## src/rtl/debounce_bank.sv

```systemverilog
// debounce_bank: multi-channel input debouncer for board-level signals.
// Each channel runs its own synchroniser and stable-time counter. It provides
// a debounced level, one-cycle rise/fall strobes, a busy flag and a
// saturating count of aborted (glitch) transitions.
module debounce_bank #(
    parameter int                NUM_CH        = 4,
    parameter int                STABLE_CYCLES = 16,
    parameter int                SYNC_STAGES   = 2,
    parameter logic [NUM_CH-1:0] INIT_LEVEL    = '0,
    parameter int                GLITCH_W      = 8
) (
    input  logic                         clk,
    input  logic                         rst,
    input  logic [NUM_CH-1:0]            din,
    input  logic                         glitch_clr,
    output logic [NUM_CH-1:0]            dout,
    output logic [NUM_CH-1:0]            rise,
    output logic [NUM_CH-1:0]            fall,
    output logic [NUM_CH-1:0]            busy,
    output logic [NUM_CH*GLITCH_W-1:0]   glitch_cnt
);

    localparam int                  CNT_W      = $clog2(STABLE_CYCLES);
    localparam logic [CNT_W-1:0]    CNT_LAST   = CNT_W'(STABLE_CYCLES - 1);
    localparam logic [GLITCH_W-1:0] GLITCH_MAX = '1;

    // A channel is counting exactly when its stable counter is non-zero.
    typedef enum logic {
        ST_IDLE  = 1'b0,
        ST_COUNT = 1'b1
    } ch_state_e;

    logic [NUM_CH-1:0]   sync_q [SYNC_STAGES];
    logic [NUM_CH-1:0]   sync_s;
    ch_state_e           state_s  [NUM_CH];
    logic [CNT_W-1:0]    cnt_q    [NUM_CH];
    logic [CNT_W-1:0]    cnt_d    [NUM_CH];
    logic [GLITCH_W-1:0] glitch_q [NUM_CH];
    logic [GLITCH_W-1:0] glitch_d [NUM_CH];
    logic [NUM_CH-1:0]   dout_q, dout_d;
    logic [NUM_CH-1:0]   rise_q, rise_d;
    logic [NUM_CH-1:0]   fall_q, fall_d;

    // Synchroniser chain: din enters stage 0, the last stage feeds the debounce logic.
    always_ff @(posedge clk) begin
        if (rst) begin
            for (int k = 0; k < SYNC_STAGES; k++) begin
                sync_q[k] <= INIT_LEVEL;
            end
        end else begin
            sync_q[0] <= din;
            for (int k = 1; k < SYNC_STAGES; k++) begin
                sync_q[k] <= sync_q[k-1];
            end
        end
    end

    assign sync_s = sync_q[SYNC_STAGES-1];

    // Decode per-channel state from the registered stable counter.
    always_comb begin
        for (int i = 0; i < NUM_CH; i++) begin
            state_s[i] = (cnt_q[i] == '0) ? ST_IDLE : ST_COUNT;
        end
    end

    // Next-state: start, extend, accept or abort a candidate transition per channel.
    always_comb begin
        dout_d = dout_q;
        rise_d = '0;
        fall_d = '0;
        for (int i = 0; i < NUM_CH; i++) begin
            cnt_d[i]    = cnt_q[i];
            glitch_d[i] = glitch_q[i];
            unique case (state_s[i])
                ST_IDLE: begin
                    if (sync_s[i] != dout_q[i]) begin
                        cnt_d[i] = CNT_W'(1);
                    end
                end
                ST_COUNT: begin
                    if (sync_s[i] == dout_q[i]) begin
                        // Input fell back before it was stable long enough.
                        cnt_d[i] = '0;
                        if (glitch_q[i] != GLITCH_MAX) begin
                            glitch_d[i] = glitch_q[i] + GLITCH_W'(1);
                        end
                    end else if (cnt_q[i] == CNT_LAST) begin
                        dout_d[i] = sync_s[i];
                        rise_d[i] = sync_s[i];
                        fall_d[i] = ~sync_s[i];
                        cnt_d[i]  = '0;
                    end else begin
                        cnt_d[i] = cnt_q[i] + CNT_W'(1);
                    end
                end
                default: cnt_d[i] = '0;
            endcase
            // Clearing wins over an increment on the same edge.
            if (glitch_clr) begin
                glitch_d[i] = '0;
            end
        end
    end

    // State registers; reset forces the initial level without emitting strobes.
    always_ff @(posedge clk) begin
        if (rst) begin
            dout_q <= INIT_LEVEL;
            rise_q <= '0;
            fall_q <= '0;
            for (int i = 0; i < NUM_CH; i++) begin
                cnt_q[i]    <= '0;
                glitch_q[i] <= '0;
            end
        end else begin
            dout_q <= dout_d;
            rise_q <= rise_d;
            fall_q <= fall_d;
            for (int i = 0; i < NUM_CH; i++) begin
                cnt_q[i]    <= cnt_d[i];
                glitch_q[i] <= glitch_d[i];
            end
        end
    end

    // Output mapping: busy is derived from the registered counter state.
    always_comb begin
        dout       = dout_q;
        rise       = rise_q;
        fall       = fall_q;
        busy       = '0;
        glitch_cnt = '0;
        for (int i = 0; i < NUM_CH; i++) begin
            busy[i]                             = (state_s[i] == ST_COUNT);
            glitch_cnt[i*GLITCH_W +: GLITCH_W] = glitch_q[i];
        end
    end

endmodule

```

## config.mk

```make
export PLATFORM = sky130hd
export DESIGN_NAME = debounce_bank
export DESIGN_NICKNAME = d
export VERILOG_FILES = /design/src/rtl/debounce_bank.sv
export SDC_FILE = /design/constraint.sdc
export NUM_CORES = 1
export LEC_CHECK = 0
export BUFFER_PORTS_ARGS = -buffer_cell sky130_fd_sc_hd__buf_2
export CORE_ASPECT_RATIO = 1.75
export CORE_MARGIN = 5
export CORE_UTILIZATION = 30
export CTS_BUF_LIST = sky130_fd_sc_hd__clkbuf_8 sky130_fd_sc_hd__clkbuf_16
export CTS_CLUSTER_SIZE = 14
export DETAILED_ROUTE_END_ITERATION = 12
export SLEW_MARGIN = 20
export SYNTH_ARGS = -nofsm -noshare
export SYNTH_HDL_FRONTEND = slang
export SYNTH_SLANG_ARGS = --single-unit
```

## constraint.sdc

```tcl
create_clock -name clk -period 1.4 [get_ports clk]
set_input_delay 0.28 -clock clk [delete_from_list [all_inputs] [get_ports clk]]
set_output_delay 0.28 -clock clk [all_outputs]
set_load 0.005 [all_outputs]
```

# == Word level (Yosys, flattened, before mapping) ==
# Memory sizes are Yosys's and may differ from the RTL's.
# Index checks and enable logic that the tools add are counted.
# Widths: inputs -> output; s select.
# op_classes
reduce_logical,12
n_mux,49
addsub,8
eq_ne,16
n_bitwise,26
# op_table
operator,n
$mux 8,20
$mux 4,18
$add 8x1->8 const B,4
$ne 8x8->1 const B,4
$pmux 4 s2,4
$add 4x1->4 const B,4
$eq 4x4->1 const B,4
$logic_not 4->1,4
$not 1->1,16
$reduce_or 4->1,4
$reduce_and 3->1,4
$or 1x1->1,10
$mux 1,7
$eq 1x1->1,4
$ne 1x1->1,4
# totals
memories,3
register_bits,12
word_cells,126
ramBits,56
# mem_list
name,words,word_bits,read_ports,rd_clocked_by_memory_dff,wr,line_no,source
glitch_q,4,8,4,0,4,38,logic [GLITCH_W-1:0] glitch_q [NUM_CH];
cnt_q,4,4,4,0,4,36,logic [CNT_W-1:0] cnt_q [NUM_CH];
sync_q,2,4,2,0,2,33,logic [NUM_CH-1:0] sync_q [SYNC_STAGES];

# == Depth between registers and ports, before layout ==
# Gate-level depths: netlist of run 1.
# depth
word_depth,6
ltp_mapped,7

# == Worst setup path before layout of run 1 ==
# OpenSTA, ideal clock, no wires.
# synth_timing
kind,flip-flop to flip-flop
from,memory cnt_q[2][0] (netlist bit)
to,memory glitch_q[2][6]
slack_ns,-0.177
path_stages_with_launch,8
arrival_time_ns,1.507
required_time_ns,1.330
n_path_buf,1
setup_ns,0.070
path_cell_list,dfxtp_1 -> inv_1 -> ha_1 -> or3b_1 -> buf_6 -> o211ai_4 -> or4_1 -> a21oi_1
# synth_rtl
element,line_no
start: declaration,36
end: declaration,38

==> results of run 1 <==
==> metal layers <==
metal / routed length [um] / share of wire (%) / up-vias / track usage (%)
li1: - / - / 1438 / -
met1: 3230 / 40 / 1369 / 14.4
met2: 4320 / 53 / 53 / 22.6
met3: 317 / 3.9 / 16 / 3.12
met4: 244 / 3.0 / 0 / 6.68
met5: 0 / 0 / - / 0
==> Yosys cell counts, types with 6 or more instances <==
| cell | instances |
|---|---|
| dfxtp_1 | 68 |
| nand3_1 | 23 |
| nor2_1 | 23 |
| a21oi_1 | 20 |
| nand2_1 | 19 |
| or3_1 | 15 |
| xor2_1 | 15 |
| ha_1 | 12 |
| inv_1 | 11 |
| o21ai_0 | 11 |
| mux2i_1 | 9 |
| nor2b_1 | 8 |
| nor4_1 | 7 |
| and3_1 | 6 |
| nand4_1 | 6 |
| nor4b_1 | 6 |
==> registers in the layout, indices dropped and copies added (netlist names) <==
register and count:
glitch_q 32, cnt_q 16, sync_q 8, dout 4, fall 4, rise 4
==> logic make-up (layout without fill, tap and decap cells) <==
logic type | count (synthesis) | in the layout | synth area share (%)
AOI/OAI and AO/OA | 51 | 51 | 12.9
buffers and inverters | 22 | 174 | 3.20
DFF | 68 | 68 | 43.5
muxes | 9 | 9 | 2.88
adders and majority gates | 12 | 12 | 4.79
and+or+nand+nor | 129 | 129 | 23.5
xor gates and xnor gates | 24 | 24 | 9.35
==> layout make-up <==
type | instances | share of cell area (%)
Clock inverter | 4 | 0.351
Sequential cell | 68 | 27.6
Multi-Input combinational cell | 225 | 41.1
Clock buffer | 11 | 5.06
Timing Repair Buffer | 146 | 21.7
Inverter | 13 | 1.03
Tap cell | 127 | 3.18
==> power breakdown <==
| part | switching (uW) | internal [uW] |
|---|---|---|
| registers | 18.3 | 1960 |
| clock network | 789 | 1260 |
| logic | 169 | 195 |
| total | 976 | 3420 |
==> worst max-delay path, stage by stage, from the launching register on <==
cell and delay, ps:
dfxtp_2 320, inv_2 60, ha_4 120, or3b_4 380, buf_6 130, buf_6 100
==> cell usage in the layout, fill, tap and decap left out, drive strengths merged <==
cell type | Yosys | routed
o31ai | 3 | 3
or3b | 2 | 2
xor2 | 16 | 16
nor3 | 5 | 5
buf | 4 | 146
nand4bb | 1 | 1
o21ai | 11 | 11
o211ai | 6 | 6
inv | 13 | 15
or2 | 1 | 1
o2111ai | 4 | 4
nor2b | 8 | 8
a21oi | 20 | 20
o211a | 1 | 1
nand2 | 19 | 19
nor3b | 2 | 2
nor2 | 23 | 23
nand4 | 6 | 6
a2111oi | 3 | 3
xnor2 | 8 | 8
o41ai | 2 | 2
clkinv | 0 | 2
mux2i | 9 | 9
dfxtp | 68 | 68
nor4 | 7 | 7
clkbuf | 5 | 11
nand3 | 24 | 24
nor4b | 6 | 6
or3 | 15 | 15
or4 | 4 | 4
ha | 12 | 12
and3 | 6 | 6
a221oi | 1 | 1
==> worst paths after layout <==
path | end | slack (ps) | startpoint
setup / recovery | busy[1] | -320 | cnt_q[1][0]$_SDFFE_PP0P_
hold / removal | sync_q[0][3]$_SDFF_PP0_ | 160 | din[3]
setup reg to reg | glitch_q[1][6]$_SDFFE_PP0P_ | -270 | cnt_q[1][1]$_SDFFE_PP0P_
hold reg to reg | sync_q[0][5]$_SDFF_PP0_ | 440 | sync_q[0][1]$_SDFF_PP0_
==> per-stage QoR <==
step,setup slack (ps),hold WS (ps),TNS [ps]
after floorplan,-111,408,-1020
after global placement,-192,426,-2520
after detailed placement,-262,427,-3920
after CTS,-356,146,-5460
after global routing,-372,169,-9450
final,-316,164,-6450
==> what timing repair did <==
item                       CTS  global route
pin swaps                   26            23
setup endpoints to repair   47            53
gates resized for setup     51            50
cloned                       0             0
buffers inserted            14             4
==> impl_metrics.ini, run 1 <==
[placement]
gp_congestion = 0.788
dp.cells = 562
place_area_sq_mm = 0.00415
port_buffers = 54
hpwl_um = 5730

[critical_path]
worstPathRequired_ps = 1120
critPathCaptureType = primary output
worst-setup-path-type = flip-flop to primary output
crit_path_start_kind = flip-flop
r2r_cells = 8
worst_ep_arrival_time_ps = 1440
crit_fanout = 2

[sta]
fmax_mhz = 583
fin_crit_ps = 1720
post-route-period-util_pct = 123
clock_skew_ps = 4.50
rsz0062_at_grt = true
timing.max_slew.rel_slack_pct = 75.1
tightest_slew_ps = 372
setup_viol = 42
finalWorstSetupSlack_ps = -316
slew_violations = 0
finalHoldViolCount = 0

[logic_synthesis]
synth-seq-cells = 68
synth-seq-area-share_pct = 43.5
async_reset_ff_share_pct = 0
synth_top_area_cell = dfxtp_1
syn_area_sq_mm = 0.00313
synth_nets = 334
ys_types = 43
synth-main-ff-cell = dfxtp_1
synth_cells = 315
yosys-top-cells-area = dfxtp_1, ha_1, xor2_1
synth_warnings = 0
synth_edf_count = 0
avgSynthCellArea_sq_um = 9.94
netlist.area_leader.share_pct = 43.5

[die]
core_sq_mm = 0.0102
rows = 49
initial_core_util_pct = 30.6
die_area_sq_mm = 0.0127
io_pins = 55
die_w_um = 87.2
die_h_um = 145

[worst_hold_path]
whs_path_depth = 2
min_path_type = input port to flip-flop

[clock_tree]
cts_tree = done
holdBufCountCts = 0
cts_buffers = 9
clk_path_buf_depth = 2
clkTransAtPathRegs_ps = 50
clkSinkCount = 68
cts_max_level = 3
clockRootBuffer = clkbuf_16
clk_latency_ps = 330

[layout]
areaGrowthSynthToFinish_pct = 59.5
stdcell_area_sq_mm = 0.00500
fill_cells = 917
fin_nets = 482
final_util_pct = 48.8
n_antenna_cell = 0
layout-drive-gt1-share_pct = 53.1
fin_cells = 594
multi_input_comb_area_sq_mm = 0.00205
seq_area_sq_mm = 0.00138

[drt]
num_vias = 2876
drtPass1Iterations = 4
drcViolationCount = 0
viasPerCell = 4.84
drtIter0Drc = 54
ant_nets = 0
wire_per_inst_um = 13.7
wirelength_um = 8110

[grt]
overflow = 0
grt_pass1_wl_um = 13400
antenna_found_initial = 0
grt_use_total_pct = 13.0
grt_max_degree = 31
grt_pass1_vias = 2939

[power]
ir_drop_v = 0.000724
p_per_area_mw_per_mm2 = 880
p_leak_uw = 0.00210
total_power_uw = 4390

[status]
status = complete, but fails checks
violations = negative setup slack

[job]
timing.max_cap.violations = 0
(Power assumes the default switching activity.)
==> run 2, diff against run 1 <==
CELL_PAD_IN_SITES_DETAIL_PLACEMENT = 1   (was unset)
CELL_PAD_IN_SITES_GLOBAL_PLACEMENT = 1   (was unset)
PLACE_DENSITY_LB_ADDON = 0.1   (was unset)
==> impl_metrics.ini, run 2 (synthesis gave the netlist of run 1 again) <==
[layout]
fin_nets = 506
multi_input_comb_area_sq_mm = 0.00213
seq_area_sq_mm = 0.00138
largestRegisters = glitch_q (32), cnt_q (16), sync_q (8)
regMostFlops = glitch_q
fill_cells = 1152
n_antenna_cell = 0
final_common_cell = buf_4
fin_cells = 619
largest_register_ffs = 32
final_util_pct = 51.5
areaGrowthSynthToFinish_pct = 68.3
most-common-layout-cells = buf_4, dfxtp_1, buf_2
layout-drive-gt1-share_pct = 57.1

[power]
ir_drop_v = 0.000603
p_per_area_mw_per_mm2 = 871
p_sw_share_pct = 23.3
p_sw_uw = 1070
p_leak_uw = 0.00224
p_clk_share_pct = 48.4
p_comb_share_pct = 8.6
total_power_uw = 4590
internal_power_uw = 3520
seqPwrFrac_pct = 43.1

[critical_path]
crit_fanout = 2
worst_ep_arrival_time_ps = 1450
worstPathRequired_ps = 1120
worst-setup-path-type = flip-flop to primary output
critPathCaptureType = primary output
crit_path_start_kind = flip-flop

[sta]
holdWs_ps = 154
timing.max_slew.rel_slack_pct = 69.2
finalWorstSetupSlack_ps = -328
tightest_slew_ps = 461
slew_violations = 0
fin_crit_ps = 1730
finalHoldViolCount = 0
rsz0062_at_grt = true
fmax_mhz = 579
clock_skew_ps = 7.46
setup_viol = 49
post-route-period-util_pct = 123

[clock_tree]
cts_max_level = 3
clkTransAtPathRegs_ps = 60
cts_buffers = 9
clkSinkCount = 68
cts_tree = done
holdBufCountCts = 0
clk_path_buf_depth = 2
clk_latency_ps = 340
clockRootBuffer = clkbuf_16

[grt]
antenna_found_initial = 0
grt_pass1_vias = 3459
grt_pass1_wl_um = 16500
grt_use_total_pct = 16.6
overflow = 0
grt_max_degree = 31

[drt]
ant_nets = 0
viasPerCell = 4.91
drcViolationCount = 0
drtPass1Iterations = 4
drtIter0Drc = 83
wire_per_inst_um = 16.1
wirelength_um = 10000
num_vias = 3039

[die]
die_h_um = 145
rows = 49
initial_core_util_pct = 30.6
die_area_sq_mm = 0.0127
io_pins = 55
core_sq_mm = 0.0102
die_w_um = 87.2

[job]
timing.max_cap.violations = 0

[placement]
gp_congestion = 0.791
dp.cells = 581
port_buffers = 54
hpwl_um = 7160

[worst_hold_path]
min_path_type = input port to flip-flop

[status]
violations = negative setup slack
status = complete, but fails checks
run 2: cell count changes in the layout (fill, tap and decap cells not counted), moves of 3 or more:
| cell | previous run | this run |
|---|---|---|
| buf_6 | 23 | 26 |
| buf_4 | 71 | 91 |
| nand2_2 | 4 | 1 |
| nand2_4 | 3 | 6 |
run 2: routing by layer:
metal  part of all wire, %  track usage (%)
met1                    36             16.2
met2                    58             31.5
met3                   3.4             3.69
met4                   2.6             7.76
met5                     0                0
run 2: repair_timing:
action,4_1_cts,5_1_grt
resized for setup,74,42
pin swaps,27,22
cloned,1,0
endpoints found under the setup margin,48,54
setup buffers,17,8
run 2: power groups by stage:
stage / Sequential, uW / Clock (uW) / Combinational [uW]
after CTS: 1980 / 2290 / 373
after floorplan: 2020 / 0 / 140
after global routing: 1980 / 2380 / 426
after detailed placement: 2020 / 0 / 271
final: 1980 / 2220 / 394
after global placement: 2020 / 0 / 265
run 2: final timing paths:
kind | startpoint | end | slack (ps) | cells after the start
worst max-delay path | cnt_q[2][0]$_SDFFE_PP0P_ | busy[2] | -330 | 5
worst min-delay path | din[2] | sync_q[0][2]$_SDFF_PP0_ | 150 | 2
worst min register to register | sync_q[0][2]$_SDFF_PP0_ | sync_q[0][6]$_SDFF_PP0_ | 440 | 1
worst max register to register | cnt_q[1][0]$_SDFFE_PP0P_ | cnt_q[1][1]$_SDFFE_PP0P_ | -250 | 6
run 2: area by class of cell:
class                      count  share of cell area [%]
multi-input combinational    226                    40.5
sequential                    68                    26.2
timing repair buffer         169                    24.0
clock buffer                   9                    4.27
tap                          127                    3.02
clock inverter                 7                    1.14
inverter                      13                   0.926
run 2: critical path, cell delays in order (launching register included):
cell	delay, ps
dfxtp_2	320
inv_2	70
ha_4	110
or3b_4	380
buf_6	130
buf_6	100
run 2: per-stage QoR:
stage / TNS, ps / setup WS [ps] / cell area (sq um)
6_report: -7220 / -328 / 5270
5_1_grt: -10870 / -382 / 5270
4_1_cts: -6610 / -360 / 5060
3_5_place_dp: -6910 / -303 / 4300
3_3_place_gp: -4680 / -233 / 4300
2_1_floorplan: -1020 / -111 / 3200
==> run 3, diff against run 2 <==
PLACE_DENSITY = 0.63   (was unset)
PLACE_DENSITY_LB_ADDON = unset   (was 0.1)
SLEW_MARGIN = 25   (was 20)
clock period = 1.7 ns   (was 1.4 ns; I/O delays follow)
==> impl_metrics.ini, run 3 (synthesis gave the netlist of run 1 again) <==
[critical_path]
rrSetupSlack_ps = -50
critPathCaptureType = primary output
endpoint = busy[1]
worst_ep_arrival_time_ps = 1440
r2r-start = cnt_q[1][0]$_SDFFE_PP0P_
worstPathRequired_ps = 1360
worstReg2RegEnd = cnt_q[1][1]$_SDFFE_PP0P_
startpoint = cnt_q[1][0]$_SDFFE_PP0P_
worst-setup-path-type = flip-flop to primary output
crit_fanout = 2
r2r_cells = 7
crit_path_start_kind = flip-flop

[layout]
fin_nets = 428
final_common_cell = dfxtp_1
stdcell_area_sq_mm = 0.00435
seq_area_sq_mm = 0.00137
n_antenna_cell = 0
largestRegisters = glitch_q (32), cnt_q (16), sync_q (8)
layout-drive-gt1-share_pct = 37.2
multi_input_comb_area_sq_mm = 0.00180
regMostFlops = glitch_q
largest_register_ffs = 32
most-common-layout-cells = dfxtp_1, buf_2, buf_4
areaGrowthSynthToFinish_pct = 38.8
fill_cells = 1166

[clock_tree]
holdBufCountCts = 0
clk_latency_ps = 330
clkTransAtPathRegs_ps = 50
clk_path_buf_depth = 2
cts_buffers = 9
cts_max_level = 3
cts_tree = done
clockRootBuffer = clkbuf_16
clkSinkCount = 68

[worst_hold_path]
min_path_type = input port to flip-flop
whs_path_depth = 2

[grt]
grt_pass1_wl_um = 13300
antenna_found_initial = 0
grt_use_total_pct = 13.1
overflow = 0
grt_pass1_vias = 2876
grt_max_degree = 37

[job]
timing.max_cap.violations = 0

[drt]
drcViolationCount = 0
ant_nets = 0
wirelength_um = 8040
viasPerCell = 4.95
drtIter0Drc = 74
drtPass1Iterations = 4
num_vias = 2678
wire_per_inst_um = 14.9

[die]
die_w_um = 87.2
die_area_sq_mm = 0.0127
die_h_um = 145
rows = 49
initial_core_util_pct = 30.6
core_sq_mm = 0.0102
io_pins = 55

[placement]
place_area_sq_mm = 0.00368
port_buffers = 54
hpwl_um = 5760
gp_congestion = 0.748

[status]
status = complete, but fails checks
violations = negative setup slack

[sta]
rsz0062_at_grt = true
slew_violations = 0
fin_crit_ps = 1780
clock_skew_ps = 4.83
finalHoldViolCount = 0
setup_viol = 2
tightest_slew_ps = 486
timing.max_slew.rel_slack_pct = 67.6
fmax_mhz = 563
post-route-period-util_pct = 105
fin_tns_setup_ps = -129
finalWorstSetupSlack_ps = -77.2

[power]
ir_drop_v = 0.000498
p_per_area_mw_per_mm2 = 930
p_leak_uw = 0.00177
## run 3: cell types whose count changed in the layout (fill, tap and decap cells not counted), moves of 4 or more
cell | previous run | this run
or3_4 | 4 | 0
or3_1 | 11 | 15
nor4_4 | 5 | 0
buf_4 | 91 | 33
a21oi_2 | 9 | 4
buf_6 | 26 | 7
dfxtp_2 | 14 | 7
dfxtp_1 | 54 | 61
a21oi_1 | 11 | 16
nand2_1 | 12 | 19
nand2_4 | 6 | 0
nor4_1 | 0 | 5
## run 3: through the flow
step	hold WS [ps]	power [uW]	setup WS (ps)	cells	util, %
after CTS	210	4080	-103	536	41.0
final	224	4050	-77.2	541	42.5
after floorplan	414	1770	123	315	-
after global routing	221	4200	-124	541	42.5
after global placement	422	1830	41.5	508	35.9
after detailed placement	432	1840	-63.2	508	35.9
## run 3: cell type report
class,count,area share (%)
flip-flops and latches,68,31.5
well taps,127,3.65
repair buffers,92,14.2
clock buffers,11,5.81
multi-input cells,225,41.4
inverters,13,1.12
clock inverters,5,2.27
## run 3: metal layers
| layer | GRT usage [%] | part of all wire (%) | vias up |
|---|---|---|---|
| met5 | 0 | 0 | - |
| met4 | 5.99 | 2.0 | 0 |
| met3 | 2.55 | 3.1 | 14 |
| met2 | 24.1 | 56 | 40 |
| met1 | 13.9 | 39 | 1298 |
| li1 | - | - | 1326 |
## run 3: worst max-delay path: stages (launching register included)
cell and delay [ps]:
dfxtp_2 320, inv_2 60, ha_4 120, or3b_4 380, buf_6 130, buf_6 100
## run 3: worst min-delay path by stage
stage / from / end / slack (ps)
after CTS: din[0] / sync_q[0][0]$_SDFF_PP0_ / 210
after global placement: sync_q[0][3]$_SDFF_PP0_ / sync_q[0][7]$_SDFF_PP0_ / 420
final: din[3] / sync_q[0][3]$_SDFF_PP0_ / 220
after global routing: din[2] / sync_q[0][2]$_SDFF_PP0_ / 220
after floorplan: sync_q[0][0]$_SDFF_PP0_ / sync_q[0][4]$_SDFF_PP0_ / 410
after detailed placement: sync_q[0][1]$_SDFF_PP0_ / sync_q[0][5]$_SDFF_PP0_ / 430
## run 3: report_power, final
| part | switching (uW) | total, uW | internal (uW) |
|---|---|---|---|
| Combinational | 116 | 232 | 116 |
| Clock | 679 | 2180 | 1500 |
| Sequential | 16.7 | 1630 | 1610 |
## run 3: repair_timing
action / CTS / global route
resized for setup: 27 / 16
setup buffers: 12 / 5
setup endpoints to repair: 8 / 17
pin swaps: 2 / 6
